===== src/rtl/demux8_router_pkg.sv =====
// Shared definitions for the demux8_router slice.
//   NUM_DEST : number of sinks (8)
//   CODE_W   : destination code width (3)
//   state_t  : router FSM states (EMPTY / FULL / SKID)
//   onehot() : destination code -> one-hot sink select
package demux8_router_pkg;

  localparam int unsigned NUM_DEST = 8;
  localparam int unsigned CODE_W   = 3;

  typedef enum logic [1:0] {
    ST_EMPTY = 2'd0,
    ST_FULL  = 2'd1,
    ST_SKID  = 2'd2
  } state_t;

  function automatic logic [NUM_DEST-1:0] onehot(input logic [CODE_W-1:0] code);
    logic [NUM_DEST-1:0] v;
    v       = '0;
    v[code] = 1'b1;
    return v;
  endfunction

endpackage


===== src/rtl/demux8_router_hold_reg.sv =====
// demux_hold_reg: one {code, data} holding entry for the router.
// Ports:
//   clk        in   rising-edge clock
//   reset      in   synchronous active-high reset (clears entry)
//   clear      in   synchronous clear (same effect as reset)
//   load       in   capture load_code/load_data this edge
//   load_code  in   CODE_W  code to capture
//   load_data  in   size    data to capture
//   code       out  CODE_W  held code
//   data       out  size    held data
module demux_hold_reg
  import demux8_router_pkg::*;
#(
  parameter int unsigned size = 8
) (
  input  logic              clk,
  input  logic              reset,
  input  logic              clear,
  input  logic              load,
  input  logic [CODE_W-1:0] load_code,
  input  logic [size-1:0]   load_data,
  output logic [CODE_W-1:0] code,
  output logic [size-1:0]   data
);

  always_ff @(posedge clk) begin
    if (reset || clear) begin
      code <= '0;
      data <= '0;
    end else if (load) begin
      code <= load_code;
      data <= load_data;
    end
  end

endmodule


===== src/rtl/demux8_router.sv =====
// demux8_router: registered 1-to-8 distributor with valid/ready on both sides.
// A word plus 3-bit destination code is held and presented to exactly one sink.
// Optional feature: define DEMUX_SKID_EN to add a skid entry and a registered
// in_ready (no combinational ready path); otherwise a 2-state EMPTY/FULL FSM.
// Ports:
//   clk        in   rising-edge clock
//   reset      in   synchronous active-high reset
//   in_data    in   size      word to route
//   in_code    in   3         destination index
//   in_valid   in   1         upstream offers a word
//   in_ready   out  1         block accepts this cycle
//   out_data   out  size      shared data bus to all sinks
//   out_valid  out  8         one-hot sink valid
//   out_ready  in   8         per-sink ready
//   busy       out  1         any word held
//   stall_cnt  out  STALL_W   saturating count of stalled cycles
module demux8_router
  import demux8_router_pkg::*;
#(
  parameter int unsigned size    = 8,
  parameter int unsigned STALL_W = 16
) (
  input  logic                clk,
  input  logic                reset,
  input  logic [size-1:0]     in_data,
  input  logic [CODE_W-1:0]   in_code,
  input  logic                in_valid,
  output logic                in_ready,
  output logic [size-1:0]     out_data,
  output logic [NUM_DEST-1:0] out_valid,
  input  logic [NUM_DEST-1:0] out_ready,
  output logic                busy,
  output logic [STALL_W-1:0]  stall_cnt
);

  state_t            state, state_nxt;
  logic [CODE_W-1:0] code_q;
  logic [size-1:0]   data_q;
  logic              main_full;
  logic              addr_ready;
  logic              in_xfer;
  logic              out_xfer;
  logic              main_load;
  logic [CODE_W-1:0] main_code_src;
  logic [size-1:0]   main_data_src;

  // Main entry is occupied in FULL and in SKID.
  assign main_full  = (state != ST_EMPTY);
  // Only the addressed sink's ready matters.
  assign addr_ready = out_ready[code_q];
  assign out_xfer   = main_full & addr_ready;
  assign in_xfer    = in_valid & in_ready;
  assign out_valid  = main_full ? onehot(code_q) : '0;
  assign out_data   = data_q;
  assign busy       = main_full;

  demux_hold_reg #(.size(size)) u_main (
    .clk       (clk),
    .reset     (reset),
    .clear     (1'b0),
    .load      (main_load),
    .load_code (main_code_src),
    .load_data (main_data_src),
    .code      (code_q),
    .data      (data_q)
  );

  always_ff @(posedge clk) begin
    if (reset) state <= ST_EMPTY;
    else       state <= state_nxt;
  end

`ifdef DEMUX_SKID_EN
  logic [CODE_W-1:0] skid_code;
  logic [size-1:0]   skid_data;
  logic              skid_load;
  logic              skid_clear;
  logic              ready_q;

  demux_hold_reg #(.size(size)) u_skid (
    .clk       (clk),
    .reset     (reset),
    .clear     (skid_clear),
    .load      (skid_load),
    .load_code (in_code),
    .load_data (in_data),
    .code      (skid_code),
    .data      (skid_data)
  );

  // Ready is registered from the next state: accept whenever the skid entry
  // will be free, so a word offered during a stall lands in skid.
  always_ff @(posedge clk) begin
    if (reset) ready_q <= 1'b1;
    else       ready_q <= (state_nxt != ST_SKID);
  end
  assign in_ready = ready_q;

  always_comb begin
    state_nxt     = state;
    main_load     = 1'b0;
    skid_load     = 1'b0;
    skid_clear    = 1'b0;
    main_code_src = in_code;
    main_data_src = in_data;
    case (state)
      ST_EMPTY: begin
        if (in_xfer) begin
          main_load = 1'b1;
          state_nxt = ST_FULL;
        end
      end
      ST_FULL: begin
        if (out_xfer) begin
          if (in_xfer) main_load = 1'b1;
          else         state_nxt = ST_EMPTY;
        end else if (in_xfer) begin
          skid_load = 1'b1;
          state_nxt = ST_SKID;
        end
      end
      ST_SKID: begin
        // Skid drains into main first so delivery order is preserved.
        if (out_xfer) begin
          main_load     = 1'b1;
          main_code_src = skid_code;
          main_data_src = skid_data;
          if (in_xfer) begin
            skid_load = 1'b1;
          end else begin
            skid_clear = 1'b1;
            state_nxt  = ST_FULL;
          end
        end
      end
      default: state_nxt = ST_EMPTY;
    endcase
  end
`else
  // Combinational ready: a held word leaving this cycle frees the entry.
  assign in_ready = ~main_full | addr_ready;

  always_comb begin
    state_nxt     = state;
    main_load     = 1'b0;
    main_code_src = in_code;
    main_data_src = in_data;
    case (state)
      ST_EMPTY: begin
        if (in_xfer) begin
          main_load = 1'b1;
          state_nxt = ST_FULL;
        end
      end
      ST_FULL: begin
        if (in_xfer)       main_load = 1'b1;
        else if (out_xfer) state_nxt = ST_EMPTY;
      end
      default: state_nxt = ST_EMPTY;
    endcase
  end
`endif

  always_ff @(posedge clk) begin
    if (reset) begin
      stall_cnt <= '0;
    end else if (main_full && !addr_ready && !(&stall_cnt)) begin
      stall_cnt <= stall_cnt + STALL_W'(1);
    end
  end

endmodule


===== config.mk =====
export PLATFORM = sky130hd
export DESIGN_NAME = demux8_router
export DESIGN_NICKNAME = d
export VERILOG_FILES = /design/src/rtl/demux8_router_pkg.sv /design/src/rtl/demux8_router_hold_reg.sv /design/src/rtl/demux8_router.sv
export SDC_FILE = /design/constraint.sdc
export NUM_CORES = 1
export LEC_CHECK = 0
export CAP_MARGIN = 10
export CORE_ASPECT_RATIO = 0.5
export CORE_MARGIN = 5
export CORE_UTILIZATION = 28
export CTS_CLUSTER_SIZE = 10
export DETAILED_ROUTE_END_ITERATION = 6
export GPL_TIMING_DRIVEN = 1
export RECOVER_POWER = 50
export SKIP_LAST_GASP = 1
export SLEW_MARGIN = 20
export SYNTH_ARGS = -nofsm -noshare
export SYNTH_HDL_FRONTEND = slang
export SYNTH_SLANG_ARGS = --single-unit

===== constraint.sdc =====
create_clock -name clk -period 2.8 [get_ports clk]
set_input_delay 0.84 -clock clk [delete_from_list [all_inputs] [get_ports clk]]
set_output_delay 0.84 -clock clk [all_outputs]
set_load 0.02 [all_outputs]

==> impl_metrics.env, run 1 <==
export IMPL_track_usage_pct=11.8
export IMPL_grt_overflow=0
export IMPL_clock_fmax_mhz=358
export IMPL_grt_pass1_wl_um=6060
export IMPL_timing_final_crit_share_pct=99.7
export IMPL_yosysSeqAreaShare_pct=41.2
export IMPL_cp_data_arrival_time_ns=1.95
export IMPL_firstDrtPassIters=4
export IMPL_dieWidth_um=109
export IMPL_syn_to_final_growth_pct=51.7
export IMPL_wl_um=3660
export IMPL_reg2reg_from="u_main.code[0]"
export IMPL_placed_cells=275
export IMPL_dp_hpwl_um=2750
export IMPL_min_path_type="reg -> reg"
export IMPL_cp_end_kind="primary output"
export IMPL_setup_viol=0
export IMPL_cpMostUsedCell="buf_6"
export IMPL_critPathTopFamily="multiplexers"
export IMPL_worst_path_stages=5
export IMPL_place_congestion=0.695
export IMPL_wl_per_cell_um=13.1
export IMPL_ys_seq_elements=28
export IMPL_skew_ns=0.00456
export IMPL_worst_setup_path_type="in -> out"
export IMPL_rsz0062_at_grt="yes"
export IMPL_dieHeight_um=59.3
export IMPL_syn_avg_cell_area_um2=8.90
export IMPL_clkTransAtPathRegs_ns=0.09
export IMPL_synthesis_nets=176
export IMPL_die_area_mm2=0.00644
export IMPL_n_fill_cell=488
export IMPL_nets=237
export IMPL_design_core_area_mm2=0.00455
export IMPL_ff2ff_path_depth=6
export IMPL_synthDistinctLibCells=32
export IMPL_powerDensity_mw_per_mm2=406
export IMPL_vias=1318
export IMPL_maxCapViolCount=0
export IMPL_crit_required_ns=1.96
export IMPL_crit_fanout=2
export IMPL_cts_buffers=3
export IMPL_p_leak_nw=0.833
export IMPL_drive_above_1_share_pct=13.6
export IMPL_antenna_cells=0
export IMPL_layoutNonFillerInstCount=279
export IMPL_clk_latency_ns=0.28
export IMPL_cp_cell_sequence="buf_6 -> mux2_4 -> mux4_2 -> nand2b_4 -> buf_6"
export IMPL_rr_endpoint="stall_cnt[9]"
export IMPL_cts_hold_buf=0
export IMPL_ant_nets=0
export IMPL_clkSinkCount=28
export IMPL_whs_ns=0.501
export IMPL_cts_root_buf="clkbuf_8"
export IMPL_htreeDepth=1
export IMPL_critPathCapture="in_ready"
export IMPL_io_buffers=55
export IMPL_via_per_inst=4.72
export IMPL_report_final_hold_viol_count=0
export IMPL_grt_pass1_vias=1238
export IMPL_startpoint="out_ready[6]"
export IMPL_slowest_delay_ns=0.48
export IMPL_start_util_pct=29.9
export IMPL_status="finished, final reports clean"
export IMPL_period_needed_ns=2.79
export IMPL_yosysWarnings=0
export IMPL_rows=17
export IMPL_syn_inst=153
export IMPL_slew_viol_final=0
export IMPL_cts_tree="yes"
export IMPL_grt_max_degree=21
export IMPL_ir_drop_mv=0.194
export IMPL_antenna_found_initial=0
export IMPL_seqCellArea_um2=561
export IMPL_utilization_pct=45.4
export IMPL_route_detailed_drc=0
export IMPL_slowest_stage="mux4_2"
export IMPL_cp_start_kind="primary input"
export IMPL_final_cell_mix="nor2_1 (30), dfxtp_1 (28), clkdlybuf4s50_1 (24)"
export IMPL_clk_path_buf_depth=2
export IMPL_ios=56
export IMPL_syn_cell_area_mm2=0.00136
export IMPL_first_iter_violations=28
export IMPL_tightest_slew_ns=0.454
export IMPL_multi_input_area_um2=778
export IMPL_r2r_setup_slack_ns=0.23
export IMPL_slew_headroom_pct=69.7
export IMPL_cp_buffers_inverters=2
export IMPL_layout_commonest_cell="nor2_1"
## per-layer routing
metal | routed length (um) | part of all wire (%) | global-route usage, % | up-vias
li1 | - | - | - | 652
met1 | 1630 | 45 | 14.6 | 635
met2 | 1800 | 49 | 20.8 | 27
met3 | 180 | 4.9 | 2.83 | 4
met4 | 43 | 1.2 | 3.24 | 0
met5 | 0 | 0 | 0 | -
## Yosys cell counts
library cell	count	area [um^2]
ha_1	1	12.5
nor3_1	6	30.0
and3_1	2	12.5
mux2i_1	11	110
o21ai_0	1	5.00
a31o_1	1	8.76
nand2_1	8	30.0
buf_6	1	11.3
or4_1	2	15.0
nand4_1	5	31.3
a21oi_1	7	35.0
nor2_1	30	113
and4_1	2	17.5
clkbuf_1	3	11.3
nor4b_1	1	8.76
or3_1	1	6.26
mux4_2	1	22.5
inv_1	2	7.51
or2_0	1	6.26
nor3b_1	1	7.51
dfxtp_1	28	561
buf_2	3	15.0
nand3_1	6	30.0
xnor2_1	7	61.3
o21a_1	1	7.51
o31ai_1	3	22.5
mux2_1	7	78.8
nor3_2	1	10.0
nor2b_1	3	18.8
nand2b_1	5	31.3
o41ai_2	1	16.3
nand3b_1	1	7.51
## stage by stage
step           setup TNS, ns  total power, mW  area [um^2]  worst slack, ns
3_3_place_gp           -3.82            0.598         2040           -0.730
4_1_cts                    0            0.859         2070          0.00390
6_report                   0            0.839         2070          0.00808
3_5_place_dp           -4.27            0.600         2040           -0.734
5_1_grt              -0.0237            0.875         2070          -0.0237
2_1_floorplan              0            0.517         1370           0.0352
## final cells by class
class | instances | area share, %
multi-input cells | 116 | 37.7
inverters | 2 | 0.363
well taps | 66 | 4.00
clock buffers | 4 | 2.67
flip-flops and latches | 28 | 27.1
repair buffers | 63 | 28.2
## cells by family after synthesis
family | count (synthesis) | share of synthesized area (%)
compound gates | 14 | 6.99
xor+xnor | 7 | 4.50
fa+ha+maj | 1 | 0.919
buf+inv | 9 | 3.31
flops | 28 | 41.2
mux | 19 | 15.5
simple gates | 75 | 27.6
## tightest hold or removal path: stages, from the launching register on
cell and delay [ns]:
dfxtp_1 0.34, mux2i_1 0.06, nor2_1 0.07
## state kept, by name, indices dropped and copies added, names as in the netlist
signal       flops
u_main.code      3
state            1
stall_cnt       16
u_main.data      8
## power by group
part	switching [mW]	internal, mW	total, mW
Combinational	0.0725	0.0852	0.158
Clock	0.129	0.126	0.256
Sequential	0.0144	0.412	0.426
## worst min-delay path by stage
stage | start | endpoint | cells past startpoint
floorplan | u_main.code[2] | u_main.code[2] | 2
global placement | u_main.data[4] | u_main.data[4] | 2
detailed placement | u_main.data[7] | u_main.data[7] | 2
CTS | u_main.data[7] | u_main.data[7] | 2
global route | u_main.data[4] | u_main.data[4] | 2
finish | u_main.data[7] | u_main.data[7] | 2
## repair_timing
action                     CTS  global route
buffers inserted             0             0
setup endpoints to repair    5             1
resized for setup           35             1
Note: power is estimated with default switching activity, not from simulation.
==> run 2: changes to the inputs <==
--- a/config.mk
+++ b/config.mk
@@ -7,11 +7,12 @@
 export LEC_CHECK = 0
 export CAP_MARGIN = 10
 export CORE_ASPECT_RATIO = 0.5
-export CORE_MARGIN = 5
-export CORE_UTILIZATION = 28
+export CORE_MARGIN = 3
+export CORE_UTILIZATION = 38
 export CTS_CLUSTER_SIZE = 10
 export DETAILED_ROUTE_END_ITERATION = 6
 export GPL_TIMING_DRIVEN = 1
+export PLACE_DENSITY = 0.75
 export RECOVER_POWER = 50
 export SKIP_LAST_GASP = 1
 export SLEW_MARGIN = 20
==> run 2 against run 1 <==
  * Clock-buffer cell count shrank 1
  * Global-route usage increased by 4.4 points
  * Worst hold slack better by 0.0067 ns
  * Clock power fell by 16%
  * Routed wire length decreased by 4.2%
  * Sequential power is essentially flat
  * Power down 2.5%
  * Critical path type unchanged
  * Largest power group unchanged
==> impl_metrics.env, run 2 (same netlist as run 1, synthesis figures left out) <==
export IMPL_largest_register_ffs=16
export IMPL_cp_data_arrival_time_ns=1.95
export IMPL_rsz0062_at_grt="yes"
export IMPL_cp_cell_sequence="buf_6 -> mux2_4 -> mux4_2 -> nand2b_4 -> buf_6"
export IMPL_report_final_hold_viol_count=0
export IMPL_slowest_delay_ns=0.48
export IMPL_rows=14
export IMPL_cp_start_kind="primary input"
export IMPL_firstDrtPassIters=4
export IMPL_maxCapViolCount=0
export IMPL_antenna_cells=0
export IMPL_htreeDepth=1
export IMPL_grt_overflow=0
export IMPL_reg_largest_list="stall_cnt (16), u_main.data (8), u_main.code (3)"
export IMPL_crit_required_ns=1.96
export IMPL_io_buffers=55
export IMPL_place_congestion=0.756
export IMPL_layout_commonest_cell="clkdlybuf4s50_1"
export IMPL_dieWidth_um=90.6
export IMPL_tns_ns=0
export IMPL_slew_headroom_pct=72.1
export IMPL_powerDensity_mw_per_mm2=390
export IMPL_ir_drop_mv=0.209
export IMPL_slowest_stage="mux4_2"
export IMPL_track_usage_pct=16.2
export IMPL_cts_hold_buf=0
export IMPL_clk_latency_ns=0.27
export IMPL_crit_fanout=2
export IMPL_dieHeight_um=48.3
export IMPL_first_iter_violations=89
export IMPL_clkTransAtPathRegs_ns=0.09
export IMPL_die_area_mm2=0.00438
export IMPL_vias=1315
export IMPL_multi_input_area_um2=778
export IMPL_start_util_pct=42.5
export IMPL_ant_nets=0
export IMPL_antenna_found_initial=0
export IMPL_nets=243
export IMPL_wl_per_cell_um=13.2
export IMPL_utilization_pct=65.4
export IMPL_grt_pass1_vias=1232
export IMPL_setup_viol=0
export IMPL_clock_fmax_mhz=359
export IMPL_grt_pass1_wl_um=6040
export IMPL_via_per_inst=4.94
export IMPL_wl_um=3500
export IMPL_syn_to_final_growth_pct=54.0
export IMPL_period_needed_ns=2.79
export IMPL_cp_end_kind="primary output"
export IMPL_dp_hpwl_um=2640
export IMPL_status="finished, final reports clean"
export IMPL_ios=56
export IMPL_slew_viol_final=0
export IMPL_clk_path_buf_depth=2
export IMPL_cts_tree="yes"
export IMPL_skew_ns=0.00546
export IMPL_drive_above_1_share_pct=15.6
export IMPL_design_core_area_mm2=0.00321
export IMPL_cts_root_buf="clkbuf_8"
export IMPL_seqCellArea_um2=561
export IMPL_route_detailed_drc=0
export IMPL_n_fill_cell=273
export IMPL_clkSinkCount=28
export IMPL_worst_setup_path_type="in -> out"
export IMPL_final_cell_mix="clkdlybuf4s50_1 (46), nor2_1 (30), dfxtp_1 (28)"
export IMPL_grt_max_degree=15
export IMPL_cpMostUsedCell="buf_6"
export IMPL_min_path_type="reg -> reg"
export IMPL_tightest_slew_ns=0.414
export IMPL_cts_buffers=3
export IMPL_largest_register="stall_cnt"
export IMPL_p_leak_nw=0.790
export IMPL_timing_final_crit_share_pct=99.6
[run 2: layout make-up]
cell class / count / area share, %
Inverter: 2 / 0.358
Sequential cell: 28 / 26.7
Tap cell: 48 / 2.87
Multi-Input combinational cell: 116 / 37.1
Clock buffer: 3 / 1.97
Timing Repair Buffer: 69 / 30.9
[run 2: per-layer routing]
metal	track usage (%)	vias to the layer above	wire length, um
li1	-	668	-
met1	21.7	617	1620
met2	28.2	28	1730
met3	3.41	2	141
met4	1.52	0	16
met5	0	-	0
[run 2: final timing paths]
check	from	end	slack, ns	cells after the start
setup / recovery	out_ready[6]	in_ready	0.01	5
hold / removal	u_main.data[0]	u_main.data[0]	0.51	2
setup reg to reg	u_main.code[0]	stall_cnt[5]	0.19	8
hold reg to reg	u_main.data[0]	u_main.data[0]	0.51	2
[run 2: report_power, final]
part | switching (mW) | leakage (nW) | internal (mW) | total (mW)
registers | 0.0134 | 0.228 | 0.412 | 0.425
logic | 0.0775 | 0.541 | 0.101 | 0.179
clock network | 0.118 | 0.0216 | 0.0965 | 0.214
total | 0.209 | 0.790 | 0.610 | 0.818
[run 2: worst max-delay path: cells and delay by family]
kind                   cells  cell delay [ns]
buffers and inverters      2             0.22
multiplexers               2             0.73
AND/OR/NAND/NOR            1             0.16
[run 2: repair_timing]
item / CTS / global route
pin swaps: 0 / 0
setup endpoints to repair: 6 / 2
cloned: 0 / 0
buffers inserted: 2 / 1
resized for setup: 34 / 4
[run 2: metrics by stage]
stage | std cells | hold slack [ns] | power (mW) | setup WS, ns | instance area [um^2]
after floorplan | 153 | 0.526 | 0.517 | 0.0352 | 1370
final | 266 | 0.508 | 0.818 | 0.0107 | 2100
after global placement | 260 | 0.475 | 0.599 | -0.719 | 2040
after CTS | 265 | 0.514 | 0.818 | 0.00959 | 2070
after detailed placement | 260 | 0.486 | 0.603 | -0.734 | 2040
after global routing | 266 | 0.539 | 0.857 | -0.0173 | 2100
==> run 3: changes to the inputs <==
--- a/config.mk
+++ b/config.mk
@@ -12,6 +12,7 @@
 export CTS_CLUSTER_SIZE = 10
 export DETAILED_ROUTE_END_ITERATION = 6
 export GPL_TIMING_DRIVEN = 1
+export MAX_ROUTING_LAYER = met4
 export PLACE_DENSITY = 0.75
 export RECOVER_POWER = 50
 export SKIP_LAST_GASP = 1
==> run 3 against run 2 <==
  * Non-clock buffer count is the same
  * Sequential power is essentially flat
  * Cell count is the same
  * Sequential cell count is the same
  * Critical path depth is the same
  * Via count shrank 0.68%
  * First-iteration DRC count shrank 4.5%
  * Critical path type unchanged
  * Largest cell class unchanged
  * Highest routed layer unchanged
==> impl_metrics.env, run 3 (same netlist as run 1, synthesis figures left out) <==
export IMPL_syn_to_final_growth_pct=54.0
export IMPL_period_needed_ns=2.79
export IMPL_dp_hpwl_um=2640
export IMPL_nets=243
export IMPL_reg_largest_list="stall_cnt (16), u_main.data (8), u_main.code (3)"
export IMPL_cp_end_kind="primary output"
export IMPL_place_congestion=0.766
export IMPL_design_core_area_mm2=0.00321
export IMPL_cts_buffers=3
export IMPL_tightest_slew_ns=0.414
export IMPL_r2r_setup_slack_ns=0.19
export IMPL_clk_path_buf_depth=2
export IMPL_dr_max_layer_used="met4"
export IMPL_skew_ns=0.00533
export IMPL_slew_viol_final=0
export IMPL_utilization_pct=65.4
export IMPL_cp_cell_sequence="buf_6 -> mux2_4 -> mux4_2 -> nand2b_4 -> buf_6"
export IMPL_min_to="u_main.data[0]"
export IMPL_antenna_found_initial=0
export IMPL_clk_latency_ns=0.27
export IMPL_reg2reg_from="u_main.code[0]"
export IMPL_setup_viol=0
export IMPL_p_leak_nw=0.790
export IMPL_track_usage_pct=16.7
export IMPL_crit_fanout=2
export IMPL_dieHeight_um=48.3
export IMPL_drive_above_1_share_pct=15.6
export IMPL_htreeDepth=1
export IMPL_cpMostUsedCell="buf_6"
export IMPL_critPathTopFamily="multiplexers"
export IMPL_vias=1306
export IMPL_clkSinkCount=28
export IMPL_grt_pass1_wl_um=6040
export IMPL_timing_final_crit_share_pct=99.5
export IMPL_met2_length_um=1730
export IMPL_cts_root_buf="clkbuf_8"
export IMPL_cp_buffers_inverters=2
export IMPL_ff2ff_path_depth=8
export IMPL_cp_start_kind="primary input"
export IMPL_dieWidth_um=90.6
export IMPL_multi_input_area_um2=778
export IMPL_report_final_hold_viol_count=0
export IMPL_design_area_mm2=0.00210
export IMPL_first_iter_violations=85
export IMPL_placedInstanceArea_mm2=0.00204
export IMPL_clkTransAtPathRegs_ns=0.09
export IMPL_slowest_delay_ns=0.48
export IMPL_dr_wl_met3_um=115
export IMPL_layout_commonest_cell="clkdlybuf4s50_1"
export IMPL_firstDrtPassIters=4
export IMPL_antenna_cells=0
export IMPL_status="finished, final reports clean"
export IMPL_rsz0062_at_grt="yes"
export IMPL_cts_hold_buf=0
export IMPL_final_cell_mix="clkdlybuf4s50_1 (46), nor2_1 (30), dfxtp_1 (28)"
export IMPL_ir_drop_mv=0.209
export IMPL_ios=56
export IMPL_slowest_stage="mux4_2"
export IMPL_powerDensity_mw_per_mm2=390
export IMPL_via_per_inst=4.91
export IMPL_tns_ns=0
export IMPL_grt_overflow=0
export IMPL_io_buffers=55
export IMPL_wl_met1_um=1640
export IMPL_slew_headroom_pct=72.1
export IMPL_seqCellArea_um2=561
export IMPL_ant_nets=0
export IMPL_wl_per_cell_um=13.1
export IMPL_grt_max_degree=15
export IMPL_grt_pass1_vias=1232
export IMPL_die_area_mm2=0.00438
export IMPL_crit_required_ns=1.96
export IMPL_wl_um=3500
export IMPL_maxCapViolCount=0
export IMPL_worst_path_stages=5
export IMPL_n_fill_cell=273
export IMPL_startpoint="out_ready[6]"
export IMPL_start_util_pct=42.5
export IMPL_cp_data_arrival_time_ns=1.95
export IMPL_worst_setup_path_type="in -> out"
export IMPL_whs_path_depth=2
export IMPL_clock_fmax_mhz=359
export IMPL_cts_tree="yes"
export IMPL_route_detailed_drc=0
export IMPL_largest_register="stall_cnt"
export IMPL_min_path_type="reg -> reg"
export IMPL_rr_endpoint="stall_cnt[5]"
export IMPL_hold_start="u_main.data[0]"
export IMPL_rows=14
export IMPL_largest_register_ffs=16
-- run 3: cell counts in the layout (fill, tap and decap cells not counted) --
No cell type changed its count.
-- run 3: what timing repair did --
action                                  4_1_cts  5_1_grt
buffers inserted                              2        1
pin swaps                                     0        0
gates cloned                                  0        0
endpoints found under the setup margin        6        2
resized for setup                            34        4
-- run 3: per-stage QoR --
stage	instances	setup WS, ns	power [mW]	hold WS (ns)
final	266	0.0143	0.818	0.508
after global routing	266	-0.0173	0.857	0.539
after CTS	265	0.00959	0.818	0.514
after detailed placement	260	-0.734	0.603	0.486
after global placement	260	-0.719	0.599	0.475
after floorplan	153	0.0352	0.517	0.526
-- run 3: cell type report --
type | instances | share of cell area (%)
clock buffers | 3 | 1.97
flip-flops and latches | 28 | 26.7
inverters | 2 | 0.358
repair buffers | 69 | 30.9
well taps | 48 | 2.87
multi-input cells | 116 | 37.1
-- run 3: power by group --
group	internal, mW	switching (mW)	leakage, nW
clock network	0.0965	0.118	0.0216
registers	0.412	0.0133	0.228
logic	0.101	0.0771	0.541
-- run 3: worst max-delay path by stage --
stage / end
after floorplan: in_ready
after global placement: in_ready
after detailed placement: in_ready
after CTS: in_ready
after global routing: in_ready
final: in_ready
-- run 3: worst register-to-register path, cell delays in order (launching register included) --
cell and delay (ns):
dfxtp_1 0.49, mux2_4 0.33, mux4_2 0.48, buf_4 0.15, buf_4 0.16, or2_1 0.30
buf_4 0.16, or3_1 0.34, a21oi_1 0.14
-- run 3: routing by layer --
layer  GRT usage (%)  vias up
li1                -      669
met1            21.7      615
met2            28.2       20
met3            3.25        2
met4            1.52        0
met5               -        -
